$ cat src/rtl/life_frame_loader_if.sv
// Row-stream handshake between a board source and the frame loader.
// One beat carries one COLS-bit board row plus an end-of-frame flag.
interface life_frame_loader_if #(
    parameter int COLS = 16
);
    logic            row_valid;
    logic [COLS-1:0] row_data;
    logic            row_last;
    logic            row_ready;

    modport master (
        output row_valid,
        output row_data,
        output row_last,
        input  row_ready
    );

    modport slave (
        input  row_valid,
        input  row_data,
        input  row_last,
        output row_ready
    );
endinterface

$ cat src/rtl/life_frame_loader.sv
// Writer side of the life engine load path: assembles row beats into a
// private buffer and publishes only complete, correctly framed boards.
module life_frame_loader #(
    parameter int ROWS  = 16,
    parameter int COLS  = 16,
    parameter int CNT_W = 8
) (
    input  logic                 clk,
    input  logic                 reset,
    life_frame_loader_if.slave   row,
    input  logic                 abort,
    output logic [ROWS*COLS-1:0] frame_data,
    output logic                 load,
    output logic                 busy,
    output logic                 err,
    output logic [CNT_W-1:0]     frames_loaded
);
    localparam int RW = (ROWS > 2) ? $clog2(ROWS) : 1;
    localparam logic [RW-1:0] LAST_ROW = RW'(ROWS - 1);

    typedef enum logic [1:0] {
        IDLE   = 2'd0,
        FILL   = 2'd1,
        COMMIT = 2'd2
    } state_t;

    state_t                state, state_d;
    logic [RW-1:0]         row_cnt, row_cnt_d;
    logic [ROWS*COLS-1:0]  build, build_nx;
    logic                  store;
    logic                  commit;
    logic                  err_d;
    logic                  accept;

    assign row.row_ready = !reset && (state != COMMIT);
    assign busy          = (state != IDLE);
    assign accept        = row.row_valid && row.row_ready;

    // Next-state decode; abort wins over any beat in IDLE/FILL.
    always_comb begin
        state_d   = state;
        row_cnt_d = row_cnt;
        store     = 1'b0;
        commit    = 1'b0;
        err_d     = 1'b0;
        unique case (state)
            IDLE: begin
                row_cnt_d = '0;
                if (!abort && accept) begin
                    if (row.row_last) begin
                        err_d = 1'b1;
                    end else begin
                        store     = 1'b1;
                        row_cnt_d = RW'(1);
                        state_d   = FILL;
                    end
                end
            end
            FILL: begin
                if (abort) begin
                    state_d   = IDLE;
                    row_cnt_d = '0;
                end else if (accept) begin
                    if (row_cnt == LAST_ROW) begin
                        if (row.row_last) begin
                            store   = 1'b1;
                            commit  = 1'b1;
                            state_d = COMMIT;
                        end else begin
                            err_d     = 1'b1;
                            state_d   = IDLE;
                            row_cnt_d = '0;
                        end
                    end else if (row.row_last) begin
                        err_d     = 1'b1;
                        state_d   = IDLE;
                        row_cnt_d = '0;
                    end else begin
                        store     = 1'b1;
                        row_cnt_d = row_cnt + RW'(1);
                    end
                end
            end
            COMMIT: begin
                state_d   = IDLE;
                row_cnt_d = '0;
            end
            default: begin
                state_d   = IDLE;
                row_cnt_d = '0;
            end
        endcase
    end

    // Build buffer with the current beat merged into its row slot.
    always_comb begin
        build_nx = build;
        for (int r = 0; r < ROWS; r++) begin
            if (store && (row_cnt == RW'(r))) begin
                build_nx[r*COLS +: COLS] = row.row_data;
            end
        end
    end

    // FSM state and row counter registers.
    always_ff @(posedge clk or posedge reset) begin
        if (reset) begin
            state   <= IDLE;
            row_cnt <= '0;
        end else begin
            state   <= state_d;
            row_cnt <= row_cnt_d;
        end
    end

    // Datapath: buffer, published frame, pulses and commit counter.
    always_ff @(posedge clk or posedge reset) begin
        if (reset) begin
            build         <= '0;
            frame_data    <= '0;
            load          <= 1'b0;
            err           <= 1'b0;
            frames_loaded <= '0;
        end else begin
            build <= build_nx;
            if (commit) begin
                frame_data <= build_nx;
            end
            load <= commit;
            err  <= err_d;
            if (state == COMMIT) begin
                frames_loaded <= frames_loaded + CNT_W'(1);
            end
        end
    end
endmodule

$ cat src/flat_wrapper.sv
// flat-port wrapper written by rule: the top's interface ports become plain ports
module life_frame_loader_flat 
#(
    parameter int ROWS  = 16,
    parameter int COLS  = 16,
    parameter int CNT_W = 8
)
  (clk, reset, abort, frame_data, load, busy, err, frames_loaded, row_row_valid, row_row_data, row_row_last, row_row_ready);
  life_frame_loader_if #(.COLS(COLS)) row_i ();
  input  logic clk;
  input  logic reset;
  input  logic abort;
  output logic [ROWS*COLS-1:0] frame_data;
  output logic load;
  output logic busy;
  output logic err;
  output logic [CNT_W-1:0] frames_loaded;
  input wire logic [$bits(row_i.row_valid)-1:0] row_row_valid;
  input wire logic [$bits(row_i.row_data)-1:0] row_row_data;
  input wire logic [$bits(row_i.row_last)-1:0] row_row_last;
  output wire logic [$bits(row_i.row_ready)-1:0] row_row_ready;
  assign row_i.row_valid = row_row_valid;
  assign row_i.row_data = row_row_data;
  assign row_i.row_last = row_row_last;
  assign row_row_ready = row_i.row_ready;
  life_frame_loader #(.ROWS(ROWS), .COLS(COLS), .CNT_W(CNT_W)) u_core (.clk(clk), .reset(reset), .row(row_i), .abort(abort), .frame_data(frame_data), .load(load), .busy(busy), .err(err), .frames_loaded(frames_loaded));
endmodule
$ cat config.mk
export PLATFORM = sky130hd
export DESIGN_NAME = life_frame_loader_flat
export DESIGN_NICKNAME = d
export VERILOG_FILES = /design/src/rtl/life_frame_loader_if.sv /design/src/rtl/life_frame_loader.sv /design/src/flat_wrapper.sv
export SDC_FILE = /design/constraint.sdc
export NUM_CORES = 1
export LEC_CHECK = 0
export ABC_AREA = 1
export BUFFER_PORTS_ARGS = -buffer_cell sky130_fd_sc_hd__clkbuf_2
export CORE_MARGIN = 10
export CORE_UTILIZATION = 40
export CTS_CLUSTER_DIAMETER = 100
export DETAILED_ROUTE_END_ITERATION = 8
export SLEW_MARGIN = 10
export SYNTH_ARGS = -nofsm -noshare
export SYNTH_HDL_FRONTEND = slang
export SYNTH_SLANG_ARGS = --single-unit
export TNS_END_PERCENT = 1
$ cat constraint.sdc
create_clock -name clk -period 29.9 [get_ports clk]
set_input_delay 2.99 -clock clk [delete_from_list [all_inputs] [get_ports clk]]
set_output_delay 2.99 -clock clk [all_outputs]
set_load 0.1 [all_outputs]
==> impl_metrics.ini <==
[status]
outcome = completed

[floorplanning]
io_pins = 289
core-area_um2 = 56300
die_h_um = 258
dieArea_um2 = 66600
fp.dieW_um = 258
initial_core_util_pct = 40.3
rows = 87

[sta]
worstMarginPinSlew_ps = 1220
setup_tns_ps = 0
min_period_over_period_pct = 22.8
setup-violations-final = 0
min_period_ps = 6820
drv_slew = 0
skew_ps = 33.2
rsz0062_at_grt = false
fmax_mhz = 147
hold_viol_final = 0
max_slew_margin_pct = 17.8

[clock_tree]
cts_made_buffers = 55
h-tree-depth = 2
clkLatencyLatePin_ps = 630
clkTransAtPathRegs_ps = 60
post_cts_buffers = 0
cts_tree = yes
cts_buffer_depth = 3
numClockSinks = 528
cts_resized = 0
postCtsHoldBufs = 0
cts_root_buf = clkbuf_16

[worst_setup_path]
critical_path_depth = 11
required_ps = 30440
cpMaxStageDelayCell = buf_4
r2r_slack_ps = 24930
criticalPathCategory = input port to flop
slowest_delay_ps = 930
rr_endpoint = u_core.frame_data[205]
cp-end-kind = flop
cp_max_fo = 131
startpoint = reset
worstPathArrival_ps = 7360
crit_top_cell = nand2_1
cp_cell_sequence = clkbuf_2, inv_8, nand3_2, nor2_1, nand2_1, nand2_8, buf_4, nand2_1, nand2_1, nand3_1, nand2_1
timing.rr.start = u_core.row_cnt[0]
reg2reg_depth = 12
critical_path_buf_inv_count = 3
endpoint = u_core.frame_data[205]
start_kind = input port
crit_family = simple AND/OR/NAND/NOR gates

[place]
gp_congestion = 0.803
port_buffers = 288
dp_hpwl_um = 41800
dp_cells = 3550

[flow_run]
drv_cap = 0

[synthesis]
synth_seq_area_share_pct = 58.3
syn_avg_cell_area_um2 = 8.71
ys_types = 25
synth_top_cell_area_share_pct = 58.3
synthCells = 2603
syn_area_um2 = 22700
ys_seq_elements = 528
synth_nets = 2630
synthTopCellsByArea = dfrtp_1 (58%), nand2_1 (13%), nand3_1 (11%)
yosysTopAreaCell = dfrtp_1
synth_warnings = 0

[power_and_ir_drop]
peakVddDrop_v = 0.0000482
power_density_nw_per_um2 = 58.4
swShare_pct = 23.7
comb_power_share_pct = 6.2
total_leakage_power_nw = 14.2
p_clk_share_pct = 45.9
seqPwrFrac_pct = 47.9
p_int_mw = 1.18
p_switching_uw = 367

[grt]
grt_pass1_vias = 17655
antenna_found_initial = 1
grt_pass1_wl_um = 106000
grt_max_degree = 171
grtUsageTotal_pct = 20.3
grt-ovfl-total = 0

[worst_hold_path]
worstHoldPathCells = 2
min_path_type = flop to flop

[drt]
dr_total_vias = 18224
vias_per_cell = 4.99
wire_per_inst_um = 19.0
drtIter0Drc = 1504
postRouteAntennaNets = 0
dr.pass1.iters = 5
wl_um = 69200
drc = 0

[finish]
layout-drive-gt1-share_pct = 14.6
fillers = 5399
seq_area_um2 = 13200
multiInputGateArea_um2 = 7610
finalNetCount = 2878
syn2layout_area_growth_pct = 16.9
fin_cells = 3652
layout by cell type (no fill, tap or decap), types with 13 or more instances in the layout:
master and n:
clkbuf_8 13, clkbuf_2 288, inv_1 291, dfrtp_1 528, buf_4 37, nor2_1 21, clkbuf_16 56, nand3_1 517
and2_1 256, nand2_1 812, clkbuf_1 17
worst reg2reg max path, delay by kind of cell (launching register included):
family	cells	cell delay [ps]
and+or+nand+nor	8	2800
buffers and inverters	2	1090
adders and majority gates	2	630
DFF	1	410
power by group through the flow:
stage	Sequential [mW]	Combinational, mW	Clock [mW]
CTS	0.740	0.0962	0.728
finish	0.740	0.0961	0.711
global route	0.742	0.108	0.755
global placement	0.753	0.0932	0
floorplan	0.753	0.0696	0
detailed placement	0.753	0.0951	0
per-layer routing:
metal  track usage (%)  vias to the layer above  share of wire (%)
li1                  -                     8559                  -
met1              28.3                     8918                 45
met2              31.3                      635                 46
met3              4.22                      112                7.1
met4              6.67                        0                2.7
met5                 0                        -                  0
cell families (layout without fill, tap and decap cells):
kind of cell,Yosys count,after routing,synth area share [%]
AO/OA/AOI/OAI,8,8,0.177
buffers and inverters,431,723,8.28
AND/OR/NAND/NOR,1624,1624,32.7
other,0,1,0
flip-flops,528,528,58.3
adder cells (fa/ha/maj),6,6,0.331
XOR/XNOR,6,6,0.232
per-stage QoR:
stage	power [mW]	area, µm²	util [%]	setup WS (ps)	hold WS (ps)
final	1.55	26500	47.1	23080	479
after global routing	1.60	26500	47.1	22760	497
after CTS	1.56	26500	47.1	23200	483
after detailed placement	0.848	24600	43.8	22530	466
after global placement	0.846	24600	43.8	22610	464
after floorplan	0.823	22700	-	12120	462
final cells by class:
class	instances	share of cell area [%]
clock inverter	15	0.906
multi-input combinational	1644	28.7
inverter	296	4.25
antenna	1	0.00944
clock buffer	86	6.20
tap	756	3.57
sequential	528	49.8
timing repair buffer	326	6.53
flip-flops by register name (all words and copies together), names as in the netlist:
register,flops
u_core.frame_data,256
u_core.frames_loaded,8
u_core.row_cnt,4
u_core.err,1
u_core.state,2
u_core.load,1
u_core.build,256
worst min-delay path by stage:
stage	end	slack (ps)	startpoint
2_1_floorplan	u_core.state[0]	460	u_core.state[0]
3_3_place_gp	u_core.frame_data[77]	460	u_core.frame_data[77]
3_5_place_dp	u_core.frame_data[139]	470	u_core.frame_data[139]
4_1_cts	u_core.frame_data[13]	480	u_core.frame_data[13]
5_1_grt	u_core.frame_data[13]	500	u_core.frame_data[13]
6_report	u_core.frame_data[38]	480	u_core.frame_data[38]
synth_stat cells:
| cell type | n |
|---|---|
| nand2_1 | 813 |
| dfrtp_1 | 528 |
| nand3_1 | 517 |
| inv_1 | 294 |
| and2_1 | 256 |
| clkbuf_1 | 53 |
| buf_2 | 46 |
| buf_6 | 25 |
| nor2_1 | 23 |
| buf_1 | 7 |
| nor3_1 | 7 |
| ha_1 | 6 |
| a21oi_1 | 4 |
| buf_4 | 4 |
| o21ai_0 | 4 |
| xor2_1 | 4 |
| nand2_2 | 2 |
| nor2_2 | 2 |
| xnor2_1 | 2 |
| clkinv_1 | 1 |
| inv_2 | 1 |
| nand2_4 | 1 |
| nand3_2 | 1 |
| nand4_1 | 1 |
| nor4_1 | 1 |
No activity file was read; power rests on OpenSTA's default activity.
